File: src/rtl/oled_msg_pkg.sv
// Shared types and helpers for the OLED message sequencer.
// Width functions, FSM state encoding and a few ASCII constants.
package oled_msg_pkg;

  typedef enum logic [2:0] {
    ST_IDLE,
    ST_FETCH,
    ST_SEND,
    ST_GAP,
    ST_DONE
  } state_t;

  function automatic int f_aw(input int depth);
    return (depth > 1) ? $clog2(depth) : 1;
  endfunction

  function automatic int f_sw(input int n);
    return (n > 1) ? $clog2(n) : 1;
  endfunction

  function automatic int f_lw(input int depth);
    return $clog2(depth + 1);
  endfunction

  localparam logic [7:0] CHR_H = 8'h68;
  localparam logic [7:0] CHR_E = 8'h65;
  localparam logic [7:0] CHR_L = 8'h6C;
  localparam logic [7:0] CHR_O = 8'h6F;

endpackage

File: src/rtl/oled_msg_ram.sv
// Message store: one write port, one registered read port.
// A same-cycle write and read of one address returns the old byte.
module oled_msg_ram
  import oled_msg_pkg::*;
#(
  parameter int DATA_W = 8,
  parameter int DEPTH  = 64,
  localparam int RAW   = f_aw(DEPTH)
) (
  input  logic              i_clk,
  input  logic              i_we,
  input  logic [RAW-1:0]    i_waddr,
  input  logic [DATA_W-1:0] i_wdata,
  input  logic              i_re,
  input  logic [RAW-1:0]    i_raddr,
  output logic [DATA_W-1:0] o_rdata
);

  logic [DATA_W-1:0] r_mem [DEPTH];
  logic [DATA_W-1:0] r_rdata;

  always_ff @(posedge i_clk) begin
    if (i_we) r_mem[i_waddr] <= i_wdata;
    if (i_re) r_rdata <= r_mem[i_raddr];
  end

  assign o_rdata = r_rdata;

endmodule

File: src/rtl/oled_msg_sequencer.sv
// Streams one of NUM_MSGS stored messages into the OLED byte sink,
// with backpressure, optional looping, inter-byte gap and abort.
module oled_msg_sequencer
  import oled_msg_pkg::*;
#(
  parameter int DATA_W     = 8,
  parameter int MSG_DEPTH  = 16,
  parameter int NUM_MSGS   = 4,
  parameter int GAP_CYCLES = 0,
  localparam int SW        = f_sw(NUM_MSGS),
  localparam int AW        = f_aw(MSG_DEPTH),
  localparam int LW        = f_lw(MSG_DEPTH)
) (
  input  logic              i_clk,
  input  logic              i_reset,
  input  logic              i_ld_we,
  input  logic [SW-1:0]     i_ld_slot,
  input  logic [AW-1:0]     i_ld_idx,
  input  logic [DATA_W-1:0] i_ld_data,
  input  logic              i_len_we,
  input  logic [LW-1:0]     i_len_data,
  input  logic              i_start,
  input  logic [SW-1:0]     i_msg_sel,
  input  logic              i_repeat_en,
  input  logic              i_abort,
  input  logic              i_buffer_full,
  output logic [DATA_W-1:0] o_data_out,
  output logic              o_write_enable,
  output logic              o_busy,
  output logic              o_done
);

  localparam int RD  = NUM_MSGS * MSG_DEPTH;
  localparam int RAW = f_aw(RD);
  localparam logic [7:0] GAP_LAST =
    8'((GAP_CYCLES > 0) ? GAP_CYCLES - 1 : 0);
  localparam logic [LW-1:0] LEN_MAX = LW'(MSG_DEPTH);

  state_t            r_state, w_state;
  logic [SW-1:0]     r_slot, w_slot;
  logic              r_rep, w_rep;
  logic [LW-1:0]     r_len, w_len;
  logic [AW-1:0]     r_idx, w_idx;
  logic [7:0]        r_gap, w_gap;
  logic              r_we, w_we;
  logic [DATA_W-1:0] r_dout, w_dout;
  logic              r_done, w_done;
  logic              r_busy, w_busy;

  logic [LW-1:0]     r_lens [NUM_MSGS];
  logic [LW-1:0]     w_len_clamp;
  logic [DATA_W-1:0] w_rdata;
  logic [RAW-1:0]    w_waddr;
  logic [RAW-1:0]    w_raddr;
  logic              w_re;
  logic              w_last;
  logic [AW-1:0]     w_idx_after;
  state_t            w_st_after;

  function automatic logic [RAW-1:0] f_addr(
    input logic [SW-1:0] s,
    input logic [AW-1:0] i
  );
    return RAW'(s) * RAW'(MSG_DEPTH) + RAW'(i);
  endfunction

  assign w_waddr = f_addr(i_ld_slot, i_ld_idx);
  assign w_raddr = f_addr(r_slot, r_idx);
  assign w_re    = (r_state == ST_FETCH);

  oled_msg_ram #(
    .DATA_W (DATA_W),
    .DEPTH  (RD)
  ) u_ram (
    .i_clk   (i_clk),
    .i_we    (i_ld_we),
    .i_waddr (w_waddr),
    .i_wdata (i_ld_data),
    .i_re    (w_re),
    .i_raddr (w_raddr),
    .o_rdata (w_rdata)
  );

  assign w_len_clamp =
    (i_len_data > LEN_MAX) ? LEN_MAX : i_len_data;

  always_ff @(posedge i_clk) begin
    if (i_reset) begin
      for (int s = 0; s < NUM_MSGS; s++) r_lens[s] <= '0;
    end else if (i_len_we) begin
      r_lens[i_ld_slot] <= w_len_clamp;
    end
  end

  // what follows a written byte: next index, wrap, or finish
  assign w_last      = (LW'(r_idx) == r_len - LW'(1));
  assign w_idx_after = w_last ? '0 : r_idx + AW'(1);
  assign w_st_after  = (w_last && !r_rep) ? ST_DONE : ST_FETCH;

  always_comb begin
    w_state = r_state;
    w_slot  = r_slot;
    w_rep   = r_rep;
    w_len   = r_len;
    w_idx   = r_idx;
    w_gap   = r_gap;
    w_we    = 1'b0;
    w_dout  = r_dout;
    w_done  = 1'b0;
    if (i_abort) begin
      w_state = ST_IDLE;
    end else begin
      unique case (r_state)
        ST_IDLE: begin
          if (i_start) begin
            w_slot  = i_msg_sel;
            w_rep   = i_repeat_en;
            w_len   = r_lens[i_msg_sel];
            w_idx   = '0;
            w_state = (r_lens[i_msg_sel] == '0) ?
                      ST_DONE : ST_FETCH;
          end
        end
        ST_FETCH: w_state = ST_SEND;
        ST_SEND: begin
          if (!i_buffer_full) begin
            w_we   = 1'b1;
            w_dout = w_rdata;
            if (GAP_CYCLES > 0) begin
              w_state = ST_GAP;
              w_gap   = '0;
            end else begin
              w_state = w_st_after;
              w_idx   = w_idx_after;
            end
          end
        end
        ST_GAP: begin
          if (r_gap == GAP_LAST) begin
            w_state = w_st_after;
            w_idx   = w_idx_after;
          end else begin
            w_gap = r_gap + 8'd1;
          end
        end
        ST_DONE: begin
          w_done  = !r_rep;
          w_state = ST_IDLE;
        end
        default: w_state = ST_IDLE;
      endcase
    end
    w_busy = (w_state != ST_IDLE);
  end

  always_ff @(posedge i_clk) begin
    if (i_reset) begin
      r_state <= ST_IDLE;
      r_slot  <= '0;
      r_rep   <= 1'b0;
      r_len   <= '0;
      r_idx   <= '0;
      r_gap   <= '0;
      r_we    <= 1'b0;
      r_dout  <= '0;
      r_done  <= 1'b0;
      r_busy  <= 1'b0;
    end else begin
      r_state <= w_state;
      r_slot  <= w_slot;
      r_rep   <= w_rep;
      r_len   <= w_len;
      r_idx   <= w_idx;
      r_gap   <= w_gap;
      r_we    <= w_we;
      r_dout  <= w_dout;
      r_done  <= w_done;
      r_busy  <= w_busy;
    end
  end

  assign o_data_out     = r_dout;
  assign o_write_enable = r_we;
  assign o_busy         = r_busy;
  assign o_done         = r_done;

endmodule

File: config.mk
export PLATFORM = sky130hd
export DESIGN_NAME = oled_msg_sequencer
export DESIGN_NICKNAME = d
export VERILOG_FILES = /design/src/rtl/oled_msg_pkg.sv /design/src/rtl/oled_msg_ram.sv /design/src/rtl/oled_msg_sequencer.sv
export SDC_FILE = /design/constraint.sdc
export NUM_CORES = 1
export LEC_CHECK = 0
export BUFFER_PORTS_ARGS = -buffer_cell sky130_fd_sc_hd__buf_2
export CAP_MARGIN = 25
export CORE_AREA = 2 2 207 209
export CTS_CLUSTER_DIAMETER = 60
export DETAILED_ROUTE_END_ITERATION = 8
export DIE_AREA = 0 0 209 211
export PLACE_DENSITY = 0.71
export SYNTH_ARGS = -nofsm -noshare
export SYNTH_HDL_FRONTEND = slang
export SYNTH_HIERARCHICAL = 1
export SYNTH_SLANG_ARGS = --single-unit
File: constraint.sdc
create_clock -name i_clk -period 6.5 [get_ports i_clk]
set_input_delay 0.65 -clock i_clk [delete_from_list [all_inputs] [get_ports i_clk]]
set_output_delay 0.65 -clock i_clk [all_outputs]
set_load 0.02 [all_outputs]
==> results of run 1 <==
-- power by group through the flow --
stage / Sequential [mW] / Clock (mW) / Combinational [mW]
2_1_floorplan: 4.17 / 0 / 0.222
3_3_place_gp: 4.17 / 0 / 0.332
3_5_place_dp: 4.18 / 0 / 0.340
4_1_cts: 4.10 / 3.26 / 0.341
5_1_grt: 4.10 / 3.39 / 0.369
6_report: 4.10 / 3.19 / 0.343
-- stage by stage --
step / total power [mW] / hold WS, ns / util (%) / setup slack, ns / std cells
after floorplan: 4.39 / 0.442 / - / 4.00 / 1183
after global placement: 4.51 / 0.471 / 56.0 / 3.44 / 1709
after detailed placement: 4.52 / 0.484 / 56.1 / 3.42 / 1711
after CTS: 7.70 / 0.262 / 60.4 / 3.41 / 1813
after global routing: 7.85 / 0.303 / 60.6 / 3.32 / 1816
final: 7.63 / 0.295 / 60.6 / 3.46 / 1816
-- registers in the layout, indices dropped and copies added, names as in the netlist --
name            cells
u_ram/o_rdata       8
o_data_out          8
r_state             3
r_lens             20
r_rep               1
r_slot              2
r_gap               8
o_write_enable      1
o_busy              1
r_len               5
u_ram/r_mem       512
o_done              1
r_idx               4
-- cell usage in the layout, fill, tap and decap left out, types with 5 or more instances in the layout --
master	instances
clkinv_2	7
nor2b_1	18
mux2_2	13
edfxtp_1	540
o221ai_1	8
nand2b_1	14
clkbuf_1	14
nand2_1	32
xor2_1	7
dfxtp_1	30
nor3_1	14
a21oi_1	9
mux2i_1	41
xnor2_1	7
nand3b_1	5
a211oi_1	7
clkbuf_16	57
nand4_1	5
nor2_1	131
nand3_1	16
inv_1	8
mux4_2	129
clkinv_1	14
buf_12	5
buf_4	10
a221oi_1	6
buf_2	39
o22ai_1	8
bufinv_16	7
-- cells by family after synthesis --
group / synth area share [%]
fa+ha+maj: 0.220
xor+xnor: 0.539
buf+inv: 1.75
mux: 15.4
compound gates: 2.41
flops: 74.3
simple gates: 5.38
-- worst max-delay path by stage --
stage                 startpoint          endpoint  slack [ns]  depth (start not counted)
floorplan           i_msg_sel[0]            o_busy        4.00                          6
global placement        r_idx[1]  u_ram/o_rdata[1]        3.44                          5
detailed placement      r_idx[1]  u_ram/o_rdata[2]        3.42                          5
CTS                     r_idx[1]  u_ram/o_rdata[2]        3.41                          5
global route            r_idx[1]  u_ram/o_rdata[1]        3.32                          5
finish                  r_idx[1]  u_ram/o_rdata[1]        3.46                          5
-- tightest hold or removal path, delay by kind of cell --
| family | cells | cell delay (ns) |
|---|---|---|
| muxes | 1 | 0.05 |
| buffers and inverters | 1 | 0.08 |
| and+or+nand+nor | 1 | 0.07 |
-- synthesized netlist by cell type (6+ instances only) --
cell        n
a211oi_1    7
a21oi_1     9
a221oi_1    6
buf_2      11
buf_4      13
clkbuf_1   28
dfxtp_1    34
edfxtp_1  540
inv_1       8
mux2_2     13
mux2i_1    41
mux4_2    129
nand2_1    32
nand2b_1   14
nand3_1    16
nor2_1    131
nor2b_1    18
nor3_1     16
o221ai_1    8
o22ai_1     8
xnor2_1     7
xor2_1      7
-- final cells by class --
type	count	area, um^2
Clock buffer	71	1480
Clock inverter	31	332
Fill cell	2880	16500
Inverter	8	30.0
Multi-Input combinational cell	538	5480
Sequential cell	574	16900
Tap cell	539	674
Timing Repair Buffer	55	398
-- metal layers --
layer / part of all wire [%] / global-route usage [%] / vias up
met2: 47 / 34.3 / 504
met4: 3.5 / 9.29 / 4
li1: - / - / 4904
met3: 8.6 / 4.68 / 93
met1: 41 / 31.0 / 5886
met5: 0.044 / 0 / -
==> impl_metrics.csv, run 1 <==
group,metric,value,unit
run_status,outcome,"completed",
min_path,hp-start,"i_repeat_en",
sta,max_freq,329,MHz
worst_setup_path,worst-path-max-fanout,56,
floorplan,core,41800,um^2
clocking,cts-hold-fix-buffers,0,
worst_setup_path,reg2regPathDepth,5,
clocking,post_cts_buffers,0,
final_layout,final_cell_area,25300,um^2
final_layout,fin_nets,1265,
pwr,pwr-share-clk,41.8,%
worst_setup_path,critical_path.cell_chain,"buf_4 -> mux4_2 -> mux2_2 -> a221oi_1 -> o2bb2ai_1",
sta,hold_viol_final,0,
logic_synthesis,yosysWarnings,6,
drt,totalWireLength,47600,um
clocking,cts_tree,"done",
worst_setup_path,crit_buf_inv,1,
clocking,clk_pin_slew,0.06,ns
pwr,intPower,6.10,mW
worst_setup_path,cp.arrival,3.36,ns
pwr,power_density,302,nW/um^2
clocking,clockBufferDepth,3,
floorplan,num_rows,75,
final_layout,antenna_cells,0,
worst_setup_path,crit_required,6.82,ns
min_path,hp-class,"in2reg",
worst_setup_path,critPathSlowestCell,"a221oi_1",
worst_setup_path,reg2reg_to,"u_ram/o_rdata[1]",
floorplan,die_area,44100,um^2
logic_synthesis,synth_nets,1216,
drt,via_per_inst,6.27,
logic_synthesis,synthTopCellsByArea,"edfxtp_1 (71%), mux4_2 (13%), dfxtp_1 (3.0%), nor2_1 (2.2%), mux2i_1 (1.8%)",
clocking,numCtsBuffers,55,
clocking,htreeDepth,2,
worst_setup_path,worst_path_dominant_cell_family,"multiplexers",
sta,worst_slew_pin_slew,1.02,ns
worst_setup_path,worstSetupPathType,"reg2reg",
run,maxCapViolCount,0,
floorplan,chipHeight,211,um
worst_setup_path,r2r-start,"r_idx[1]",
sta,setup_violations,0,
placement,portBuffers,39,
logic_synthesis,synth_top_cell_by_area,"edfxtp_1",
global_route,grt-ovfl-total,0,
global_route,grt_pass1_vias,11400,
pwr,switching_share,20.1,%
min_path,holdPathEnd,"r_rep",
pwr,sequentialPowerShare,53.7,%
drt,num_vias,11400,
final_layout,area_growth,11.2,%
logic_synthesis,syn_avg_cell_area,19.2,um^2
global_route,grt_max_degree,108,
sta,rsz0062_at_grt,"false",
pwr,combPwrFrac,4.5,%
pwr,p_leak,7.71,nW
clocking,clk_latency,0.60,ns
worst_setup_path,max_stage_delay,0.69,ns
clocking,numClockSinks,574,
logic_synthesis,synth_top_area_share,71.3,%
logic_synthesis,synth-seq-cells,574,
logic_synthesis,syn_area,22800,um^2
worst_setup_path,worst_setup_path_end_kind,"register",
sta,final_max_slew_viol_count,0,
drt,drc,0,
floorplan,fp.dieW,209,um
logic_synthesis,synth_seq_area_share,74.3,%
sta,slew_headroom,31.7,%
logic_synthesis,synth_edf_count,540,
logic_synthesis,synth_top_flop_cell,"edfxtp_1",
drt,drt-wirelength-per-cell,26.2,um
logic_synthesis,synthCells,1183,
clocking,cts_root_buf,"clkbuf_16",
worst_setup_path,critPathLaunchType,"register",
final_layout,drive_gt1_share,22.2,%
logic_synthesis,async_flop_share,0,%
placement,placed_area,23400,um^2
logic_synthesis,synth_cell_types,58,
worst_setup_path,reg2reg_slack,3.46,ns
sta,finClkSkew,0.0128,ns
floorplan,initial_utilization,54.5,%
drt,ant_nets,0,
placement,globalplace.congestion,0.827,
global_route,groute.usage.overall,22.1,%
placement,hpwl,28300,um
clocking,cts-resized-gates,0,
sta,setup_tns,0,ns
global_route,grt_pass1_wl,71000,um
drt,firstDrtPassIters,5,
global_route,antenna_found_initial,2,
min_path,hold_depth,3,
sta,fin_crit,3.04,ns
drt,drt_iter0_drc,1192,
sta,fin_crit_sh,46.8,%
floorplan,ios,40,
pwr,vdd_drop_max,174,uV
pwr,p_switching,1.53,mW
Note: power is estimated with default switching activity, not from simulation.
==> inputs of run 2 (changes only) <==
PLACE_DENSITY = 0.73   (was 0.71)
clock period = 2.6 ns   (was 6.5 ns; I/O delays follow)
==> run 2 against run 1 <==
Compared with the run above:
- non-clock buffer count rose by 118
- hold slack lost 0.28 ns
- core utilization rose by 2.4 points
- final cell count is 6.8% higher
- total power increased to 2.6 times the previous value
- first-iteration DRC count rose by 39%
- highest routed layer unchanged
==> impl_metrics.csv, run 2 (synthesized netlist as in run 1, its figures left out) <==
group,metric,value,unit
run,maxCapViolCount,0,
worst_setup_path,startpoint,"r_idx[0]",
clocking,cts_root_buf,"clkbuf_16",
worst_setup_path,critical_path.cell_chain,"buf_12 -> mux4_2 -> mux4_2 -> o21ai_1 -> o41ai_1",
global_route,grt_max_degree,65,
floorplan,fp.dieW,209,um
pwr,switching_share,20.3,%
global_route,groute.usage.overall,23.1,%
clocking,clk_latency,0.61,ns
worst_setup_path,r2r-start,"r_idx[0]",
final_layout,area_growth,15.6,%
pwr,vdd_drop_max,498,uV
clocking,clk_pin_slew,0.06,ns
floorplan,initial_utilization,54.5,%
sta,setup_violations,0,
final_layout,top_regs,"u_ram/r_mem x512, r_lens x20",
final_layout,final_common_cell,"edfxtp_1",
worst_setup_path,cp.arrival,2.82,ns
placement,hpwl,31100,um
floorplan,ios,40,
sta,final_max_slew_viol_count,0,
worst_setup_path,crit_required,2.92,ns
min_path,hp-start,"i_msg_sel[1]",
worst_setup_path,reg2regPathDepth,5,
worst_setup_path,max_stage_delay,0.58,ns
placement,globalplace.congestion,0.859,
sta,rsz0062_at_grt,"false",
global_route,antenna_found_initial,3,
final_layout,layout_common_cells,"edfxtp_1 (540), nor2_1 (131), mux4_2 (129)",
drt,drt_iter0_drc,1658,
pwr,power_density,742,nW/um^2
placement,placed_area,24300,um^2
floorplan,num_rows,75,
final_layout,regMostFlops,"u_ram/r_mem",
final_layout,final_cell_area,26300,um^2
drt,firstDrtPassIters,5,
pwr,combPwrFrac,4.6,%
drt,num_vias,11900,
clocking,cts_tree,"done",
worst_setup_path,crit_path_end,"u_ram/o_rdata[3]",
floorplan,core,41800,um^2
drt,drc,0,
pwr,pwr-share-clk,42.9,%
worst_setup_path,cp_common_cell,"mux4_2",
drt,drt-wirelength-per-cell,25.6,um
worst_setup_path,reg2reg_slack,0.1,ns
worst_setup_path,worst-path-max-fanout,34,
drt,ant_nets,0,
worst_setup_path,critPathLaunchType,"register",
final_layout,drive_gt1_share,29.1,%
placement,place_inst,1827,
global_route,grt_pass1_vias,12000,
clocking,cts-hold-fix-buffers,5,
final_layout,stdcell_count,1940,
global_route,grt_pass1_wl,74600,um
clocking,post_cts_buffers,0,
clocking,htreeDepth,2,
drt,via_per_inst,6.13,
min_path,hp-class,"in2reg",
final_layout,largest_reg_flops,512,
pwr,sequentialPowerShare,52.5,%
sta,worst_slew_pin_slew,0.732,ns
clocking,cts-resized-gates,0,
run_status,outcome,"completed",
worst_setup_path,reg2reg_to,"u_ram/o_rdata[3]",
floorplan,die_area,44100,um^2
clocking,clockBufferDepth,3,
clocking,numCtsBuffers,57,
placement,portBuffers,39,
pwr,p_total,19.5,mW
pwr,p_switching,3.96,mW
sta,fin_crit_sh,96.2,%
pwr,intPower,15.6,mW
sta,hold_viol_final,0,
sta,finClkSkew,0.0303,ns
sta,fin_crit,2.50,ns
drt,totalWireLength,49700,um
clocking,numClockSinks,574,
pwr,p_leak,8.38,nW
worst_setup_path,worst_setup_path_end_kind,"register",
worst_setup_path,worstSetupPathType,"reg2reg",
sta,setup_tns,0,ns
final_layout,fin_nets,1385,
worst_setup_path,critPathSlowestCell,"mux4_2",
floorplan,chipHeight,211,um
sta,slew_headroom,51.2,%
sta,max_freq,400,MHz
global_route,grt-ovfl-total,0,
## run 2: critical path: cells and delay by family, from the launching register on
family | cells | cell delay [ns]
buffers and inverters | 1 | 0.29
AO/OA/AOI/OAI | 2 | 0.31
flip-flops | 1 | 0.51
multiplexers | 2 | 1.08
## run 2: worst min path at each step
stage | to | slack (ns) | cells past startpoint
after global placement | o_data_out[7] | 0.47 | 2
after floorplan | u_ram/r_mem[0][0] | 0.36 | 0
after global routing | u_ram/r_mem[24][2] | 0.03 | 1
final | r_slot[1] | 0.02 | 3
after detailed placement | o_done | 0.48 | 1
after CTS | r_slot[1] | 0.008 | 3
## run 2: stage by stage
stage	setup WS [ns]	util [%]	hold WS [ns]
after CTS	0.0734	63.0	0.00842
final	0.0984	63.0	0.0197
after global placement	0.0439	58.3	0.475
after global routing	0.00825	63.0	0.0332
after detailed placement	0.0703	58.3	0.478
after floorplan	0.350	-	0.359
## run 2: cell type report
class                      instances  area [um^2]
inverter                           8         30.0
multi-input combinational        538         5470
clock inverter                    37          438
tap                              539          674
timing repair buffer             173         1300
fill                            2765        15400
sequential                       574        16900
antenna                            2         5.00
clock buffer                      69         1490
## run 2: routing by layer
layer	up-vias	global-route usage, %	wire length, um
met1	6121	32.3	20300
met3	71	4.83	4220
met4	2	6.80	1090
met2	551	37.4	24100
li1	5140	-	-
met5	-	0	7
## run 2: power by group through the flow
stage | sequential [mW] | clock (mW) | combinational [mW]
5_1_grt | 10.3 | 8.88 | 0.967
2_1_floorplan | 10.4 | 0 | 0.556
3_5_place_dp | 10.4 | 0 | 0.894
3_3_place_gp | 10.4 | 0 | 0.873
4_1_cts | 10.3 | 8.51 | 0.904
6_report | 10.3 | 8.37 | 0.900
==> inputs of run 3 (changes only) <==
PLACE_DENSITY = 0.71   (was 0.73)
clock period = 2.73 ns   (was 2.6 ns; I/O delays follow)
==> run 3 against run 2 <==
Compared with the run above:
- clock skew down 0.0070 ns
- non-clock buffer count down 7
- wire length down 0.88%
- combinational power down 3.8%
- die area unchanged
- design area down 0.41%
- critical path type unchanged
==> impl_metrics.csv, run 3 (synthesized netlist as in run 1, its figures left out) <==
group,metric,value,unit
clocking,clk_latency,0.61,ns
floorplan,fp.dieW,209,um
global_route,antenna_found_initial,3,
clocking,numClockSinks,574,
floorplan,num_rows,75,
final_layout,regMostFlops,"u_ram/r_mem",
final_layout,layout_common_cells,"edfxtp_1 (540), nor2_1 (131), mux4_2 (129)",
sta,fin_ws,0.158,ns
sta,rsz0062_at_grt,"false",
sta,setup_violations,0,
drt,met2RoutedLength,23900,um
drt,ant_nets,0,
floorplan,core,41800,um^2
global_route,grt-ovfl-total,0,
final_layout,drive_gt1_share,29.1,%
final_layout,top_regs,"u_ram/r_mem x512, r_lens x20",
sta,slew_headroom,42.7,%
placement,place_inst,1820,
worst_setup_path,worst-path-max-fanout,16,
global_route,grt_max_degree,65,
sta,worst_slew_pin_slew,0.857,ns
clocking,clockBufferDepth,3,
sta,setup_tns,0,ns
global_route,grt_pass1_wl,74300,um
worst_setup_path,worstSetupPathType,"reg2reg",
global_route,grt_pass1_vias,12000,
clocking,cts_tree,"done",
sta,fin_crit_sh,94.2,%
clocking,clk_pin_slew,0.06,ns
min_path,hp-class,"in2reg",
final_layout,stdcell_count,1931,
floorplan,initial_utilization,54.5,%
final_layout,final_common_cell,"edfxtp_1",
clocking,post_cts_buffers,0,
worst_setup_path,crit_required,3.06,ns
sta,final_max_slew_viol_count,0,
drt,top_layer,"met5",
drt,num_vias,11900,
clocking,htreeDepth,2,
drt,drt_iter0_drc,1409,
pwr,p_leak,8.33,nW
clocking,cts_root_buf,"clkbuf_16",
floorplan,die_area,44100,um^2
final_layout,area_growth,15.2,%
worst_setup_path,critPathLaunchType,"register",
worst_setup_path,worst_setup_path_end_kind,"register",
placement,globalplace.congestion,0.867,
sta,hold_slack,0.0432,ns
sta,hold_viol_final,0,
placement,portBuffers,39,
drt,via_per_inst,6.14,
drt,firstDrtPassIters,5,
pwr,vdd_drop_max,476,uV
final_layout,largest_reg_flops,512,
floorplan,ios,40,
pwr,power_density,699,nW/um^2
placement,pre_cts_ws,0.158,ns
drt,m1WireLength,20300,um
drt,dr_wl_met3,3940,um
global_route,groute.usage.overall,23.0,%
drt,totalWireLength,49300,um
worst_setup_path,cp.arrival,2.91,ns
run,maxCapViolCount,0,
floorplan,chipHeight,211,um
run_status,outcome,"completed",
sta,max_freq,389,MHz
drt,drc,0,
sta,finClkSkew,0.0233,ns
final_layout,fin_nets,1377,
sta,fin_crit,2.57,ns
final_layout,final_util,62.8,%
drt,drt-wirelength-per-cell,25.5,um
placement,hpwl,31100,um
clocking,numCtsBuffers,56,
[run 3: cell count changes in the layout (fill, tap and decap cells not counted), sizes merged]
cell,change
clkinv,+8
buf,-6
bufinv,-3
clkbuf,-3
clkinvlp,-3
diode,-1
dlygate4sd3,-1
[run 3: final cells by class]
type,instances,area (um^2)
multi-input combinational,538,5470
sequential,574,16900
timing repair buffer,166,1270
tap,539,674
antenna,1,2.50
fill,2836,15600
clock inverter,39,372
inverter,8,30.0
clock buffer,66,1480
[run 3: worst max-delay path, stage by stage, from the launching register on]
cell and delay, ns:
dfxtp_4 0.55, buf_4 0.26, mux4_2 0.54, mux4_2 0.50, o21ai_0 0.34, nand2_1 0.09
[run 3: layer usage]
layer	global-route usage, %	vias to the layer above
met5	0	-
met4	6.55	4
met3	4.80	91
met2	36.8	521
met1	32.6	6110
li1	-	5128
[run 3: stage by stage]
step,area (um^2),total power [mW]
final,26200,18.3
after global routing,26200,18.8
after CTS,26200,18.4
after detailed placement,24300,10.8
after global placement,24300,10.8
after floorplan,22800,10.5
[run 3: final timing paths]
kind                                    from                 end  slack [ns]  cells past startpoint
worst max-delay path                r_idx[0]    u_ram/o_rdata[7]        0.16                      5
worst min-delay path            i_ld_data[5]  u_ram/r_mem[63][5]        0.04                      1
worst max register to register      r_idx[0]    u_ram/o_rdata[7]        0.16                      5
worst min register to register         r_rep              o_done        0.49                      1
[run 3: timing repair]
item                                   4_1_cts  5_1_grt
gates resized for setup                      0        1
setup endpoints to repair                    0        1
hold buffers                                 4        0
endpoints found under the hold margin        9        0
[run 3: report_power, final]
| group | internal [mW] | leakage [nW] | switching, mW |
|---|---|---|---|
| registers | 9.71 | 5.15 | 0.0491 |
| logic | 0.370 | 2.26 | 0.496 |
| clock network | 4.46 | 0.920 | 3.23 |
| total | 14.5 | 8.33 | 3.78 |
